==> src/rtl/mioc_pkg.sv <==
// mioc_pkg: shared DRAM sequencer state encoding and defaults
package mioc_pkg;
  typedef enum logic [2:0] {IDLE, ROW, COL, RFSH, SRFSH, PRECHG} dram_state_t;
  localparam int unsigned MIOC_REFRESH_LIMIT = 64;
endpackage

==> src/rtl/mioc_rfsh_timer.sv <==
// mioc_rfsh_timer: saturating refresh timer, self-refresh row counter and due flag
module mioc_rfsh_timer
  import mioc_pkg::*;
#(
  parameter int unsigned LIMIT = MIOC_REFRESH_LIMIT
) (
  input  logic       clk,
  input  logic       rst_n,
  input  logic       clr,
  input  logic       inc,
  input  logic       adv,
  output logic [7:0] row,
  output logic       due
);
  localparam logic [7:0] LIM = 8'(LIMIT);
  logic [7:0] tmr;
  always_ff @(posedge clk) begin
    if (!rst_n) begin
      tmr <= 8'd0;
      row <= 8'd0;
    end else begin
      tmr <= clr ? 8'd0 : (inc && tmr != LIM) ? tmr + 8'd1 : tmr;
      row <= adv ? row + 8'd1 : row;
    end
  end
  assign due = tmr == LIM;
endmodule

==> src/rtl/mioc_dram_ctl.sv <==
// mioc_dram_ctl: DRAM RAS/MUX/CAS sequencer with RAS-only self-refresh insertion
module mioc_dram_ctl
  import mioc_pkg::*;
#(
  parameter int unsigned REFRESH_LIMIT = MIOC_REFRESH_LIMIT
) (
  input  logic B_PHI,
  input  logic RST_N,
  input  logic BMREQ_N,
  input  logic BRFSH_N,
  input  logic N_BWR,
  input  logic DMA_N,
  input  logic BA15,
  input  logic BA14,
  input  logic BA7,
  input  logic RAM_EN,
  output logic RAS_N,
  output logic MUX,
  output logic CAS1_N,
  output logic CAS2_N,
  output logic RA7,
  output logic SRFSH_ACT
);
  dram_state_t state, nxt;
  logic [7:0] row;
  logic due, cpu_rfsh, unused_ok;
  assign unused_ok = N_BWR;
  assign cpu_rfsh = !BMREQ_N && !BRFSH_N && DMA_N;
  mioc_rfsh_timer #(.LIMIT(REFRESH_LIMIT)) u_tmr (
    .clk  (B_PHI),
    .rst_n(RST_N),
    .clr  (nxt == RFSH || nxt == SRFSH),
    .inc  (state != RFSH && state != SRFSH),
    .adv  (nxt == SRFSH),
    .row  (row),
    .due  (due)
  );
  always_comb begin
    nxt = IDLE;
    case (state)
      IDLE:    nxt = cpu_rfsh ? RFSH : (!BMREQ_N && RAM_EN) ? ROW : (due && BMREQ_N) ? SRFSH : IDLE;
      ROW:     nxt = BMREQ_N ? PRECHG : COL;
      COL:     nxt = BMREQ_N ? PRECHG : COL;
      RFSH:    nxt = cpu_rfsh ? RFSH : PRECHG;
      SRFSH:   nxt = PRECHG;
      default: nxt = IDLE;
    endcase
  end
  // Outputs are decoded from the next state so each strobe changes on the same edge as the state.
  always_ff @(posedge B_PHI) begin
    if (!RST_N) begin
      state     <= IDLE;
      RAS_N     <= 1'b1;
      MUX       <= 1'b0;
      CAS1_N    <= 1'b1;
      CAS2_N    <= 1'b1;
      RA7       <= 1'b0;
      SRFSH_ACT <= 1'b0;
    end else begin
      state     <= nxt;
      RAS_N     <= !(nxt == ROW || nxt == COL || nxt == RFSH || nxt == SRFSH);
      MUX       <= nxt == COL;
      CAS1_N    <= !(nxt == COL && !BA15);
      CAS2_N    <= !(nxt == COL && BA15);
      RA7       <= nxt == COL ? BA14 : nxt == SRFSH ? row[7] : (nxt == ROW || nxt == RFSH) ? BA7 : 1'b0;
      SRFSH_ACT <= nxt == SRFSH;
    end
  end
endmodule

==> config.mk <==
export PLATFORM = sky130hd
export DESIGN_NAME = mioc_dram_ctl
export DESIGN_NICKNAME = d
export VERILOG_FILES = /design/src/rtl/mioc_pkg.sv /design/src/rtl/mioc_rfsh_timer.sv /design/src/rtl/mioc_dram_ctl.sv
export SDC_FILE = /design/constraint.sdc
export NUM_CORES = 1
export LEC_CHECK = 0
export CAP_MARGIN = 10
export CORE_MARGIN = 5
export CORE_UTILIZATION = 48
export CTS_CLUSTER_SIZE = 8
export DETAILED_ROUTE_END_ITERATION = 8
export PLACE_DENSITY = 0.78
export REMOVE_ABC_BUFFERS = 1
export SETUP_SLACK_MARGIN = 0.2
export SYNTH_ARGS = -nofsm -noshare
export SYNTH_HDL_FRONTEND = slang
export SYNTH_SLANG_ARGS = --single-unit
==> constraint.sdc <==
create_clock -name B_PHI -period 1.7 [get_ports B_PHI]
set_clock_uncertainty 0.15 [all_clocks]
set_input_delay 0.17 -clock B_PHI [delete_from_list [all_inputs] [get_ports B_PHI]]
set_output_delay 0.17 -clock B_PHI [all_outputs]
set_load 0.02 [all_outputs]
==> metrics.md <==
| Metric | Value |
|---|---|
| Clk slew on worst S/H paths | 0.14 ns |
| Post-Synth XOR/XNOR Area | 11.80% |
| Leak Pwr | 0.7039 nW |
| Internal reg-to-reg setup slack | -0.14 ns |
| Most common cell in the netlist | dfxtp_1 |
| Slew HR | 65.40% |
| Period utilisation layout | 108.4% |
| Syn Area/Cell | 9.134 µm² |
| Final Setup Violations | 12 |
| Startpoint Class | register |
| CP endpoint | RA7$_SDFF_PN0_ |
| Port Buf Inserts | 14 |
| GRT overflow | 0 |
| Final wirelength | 3076 µm |
| Hold Vio Cnt, Final | 0 |
| Power Density | 764.0 mW/mm² |
| # clock sinks | 25 |
| Prevailing post-synth register cell | dfxtp_1 |
| GPL Wtd Cong | 0.7993 |
| I/O Pins | 16 |
| Diode count | 0 |
| Post-synthesis compound-gate area fraction | 9.484% |
| Residual DRC count | 0 |
| Gr usage total | 16.88% |
| Max-Cap Viols | 0 |
| Sequential cell area fraction in the yosys report | 42.15% |
| H-tree level count | 1 |
| FF-to-FF Start | u_tmr.tmr[1]$_SDFFE_PP0P_ |
| Die Wd | 59.74 µm |
| Setup crit start | u_tmr.tmr[1]$_SDFFE_PP0P_ |
| Vias in the first global route | 1085 |
| Failing checks | setup timing |
| CTS root buffer | clkbuf_4 |
| Starting Density | 49.27% |
| Post-Synth Adder-Cell Area | 4.004% |
| Status | finished, violations left |
| Post-synthesis simple-gate area fraction | 28.45% |
| Layout Utilization | 72.53% |
| Area share of the largest cell type after synthesis | 42.15% |
| Final slew viol count | 0 |
| Initial antenna violation count | 0 |
| Final Critical Period | 1.843 ns |
| Peak Freq | 542.6 MHz |
| CTS Buffer Depth | 2 |
| TritonCTS clock tree | done |
| Vias | 1097 |
| Dominant combinational cell family by area after synthesis | simple AND/OR/NAND/NOR gates |
| RSZ-0062 raised after global routing | true |
| Multi-input logic area | 767.0 µm² |
| Share of layout cells above drive strength 1 | 40.23% |
| Hold Crit Depth | 2 |
| Critical path capture point type | register |
| DRT antenna net count | 0 |
| Total power | 1.335 mW |
| Skew-Pair Late Insertion Delay | 0.31 ns |
| Num rows | 18 |
| Total die area | 0.003568 mm² |
| Largest net degree at the start of global routing | 16 |
| Synth warn | 0 |
| Worst Setup Path Type | register to register |
| Netlist cell types | 41 |
| Final design area excluding fillers | 0.001748 mm² |
| CP arrival | 1.95 ns |
| Per-cell routed wire length | 15.08 µm |
| Vias/cell | 5.377 |
| #FFs+latches synth | 25 |
| Worst-Margin Slew | 0.5153 ns |
| Placed cell areas | 0.001455 mm² |
| EDFF count, synth | 0 |
| Post-DP HPWL | 1777 µm |
| Cells after synthesis | 130 |
| Fill cell count | 174 |
| 1st-pass router iterations | 6 |
| Worst r2r dst | RA7$_SDFF_PN0_ |
| Fraction of registers with async set/reset | 0% |
| Cell Area, Synth | 0.001187 mm² |
| Top cell types by occurrence after synthesis | dfxtp_1, nor2_1, xnor2_1, xor2_1, nand4_1 |
| Leading area contributor after synthesis | dfxtp_1 |
| Post-CTS Hold Buffers | 0 |
| Worst vdd ir | 568.5 µV |
| Area contributors post-synth | dfxtp_1, nor2_1, xnor2_1 |
| FF+latch area | 514.2 µm² |
| TritonCTS buffer count | 3 |
| Core area | 0.002410 mm² |
| Post-synthesis mux area share | 0% |
| Largest fanout on the critical path | 4 |
| First-pass GRT wire length | 4629 µm |
| Vert. Die Dim | 59.74 µm |
| Required time of the critical path | 1.81 ns |
| DR iter-0 viols | 43 |
| Type of the most critical hold path | input port to register |
| Layout area overhead | 47.21% |
| Nets | 188 |
| Cells on worst reg2reg path | 8 |
| Final worst setup slack | -0.1430 ns |
[worst min-delay path by stage]
stage | start | to
after CTS | BA15 | CAS2_N$_SDFF_PN1_
after global placement | u_tmr.tmr[7]$_SDFFE_PP0P_ | u_tmr.tmr[7]$_SDFFE_PP0P_
final | BA15 | CAS2_N$_SDFF_PN1_
after global routing | BA15 | CAS2_N$_SDFF_PN1_
after detailed placement | u_tmr.tmr[7]$_SDFFE_PP0P_ | u_tmr.tmr[7]$_SDFFE_PP0P_
after floorplan | BA15 | CAS2_N$_SDFF_PN1_
[metal layers]
metal	share of wire, %	track usage [%]	up-vias	wire length [µm]
met4	2.5	5.380	0	78
met2	52	31.02	31	1590
met3	4.7	3.672	10	145
met5	0	0	-	0
met1	41	19.07	518	1262
li1	-	-	538	-
[cell type report]
cell class | instances | share of cell area, %
clock buffers | 3 | 1.288
clock inverters | 1 | 0.4295
inverters | 5 | 1.074
multi-input cells | 95 | 43.88
flip-flops and latches | 25 | 29.42
well taps | 30 | 2.147
repair buffers | 45 | 21.76
[worst max-delay path, stage by stage, from the launching register on]
cell and delay (ns):
dfxtp_2 0.36, inv_2 0.05, ha_4 0.14, and4bb_1 0.20, buf_6 0.12, a21oi_2 0.16
a221oi_4 0.07, or3b_1 0.39, a21oi_2 0.14
[flip-flops by register name, summed over array words and instances, names as in the netlist]
name	flops
u_tmr.row	8
u_tmr.tmr	8
state	3
CAS1_N	1
CAS2_N	1
MUX	1
RA7	1
RAS_N	1
SRFSH_ACT	1
[placed cells by master, fill, tap and decap left out, drive strengths merged, types with 2 or more instances in the layout]
master / n
or3: 2
a21oi: 5
a221oi: 2
dlygate4sd2: 6
xor2: 8
and3: 3
or2: 2
and2: 2
nor3: 4
clkbuf: 3
nand2b: 2
nand4: 7
clkdlybuf4s50: 8
a211oi: 2
inv: 5
buf: 31
nand3: 5
nor2: 21
ha: 3
xnor2: 8
dfxtp: 25
nand2: 6
[power by group]
group          switching, mW  internal [mW]  leakage [nW]
Sequential            0.0298          0.619         0.206
Clock                  0.180         0.0896        0.0139
Combinational          0.191          0.227         0.484
Total                  0.400          0.935         0.704
[through the flow]
| step | cells | setup WS, ns | TNS [ns] | hold WS, ns |
|---|---|---|---|---|
| 2_1_floorplan | 125 | -0.1607 | -1.058 | 0.08194 |
| 3_3_place_gp | 185 | -0.1255 | -1.711 | 0.3436 |
| 3_5_place_dp | 185 | -0.1473 | -1.953 | 0.3574 |
| 4_1_cts | 198 | -0.09396 | -0.6452 | 0.1943 |
| 5_1_grt | 204 | -0.2309 | -2.574 | 0.1973 |
| 6_report | 204 | -0.1430 | -1.303 | 0.2011 |
[cell families (layout without fill, tap and decap cells)]
logic type / count (synthesis) / count (layout)
buf+inv: 10 / 54
fa+ha+maj: 4 / 4
xor+xnor: 16 / 16
simple gates: 61 / 61
flops: 25 / 25
compound gates: 14 / 14
[repair_timing]
action / 4_1_cts / 5_1_grt
pin swaps: 17 / 7
setup buffers: 9 / 6
gates resized for setup: 30 / 18
setup endpoints to repair: 26 / 23
Power figures use the tool's default switching activity.
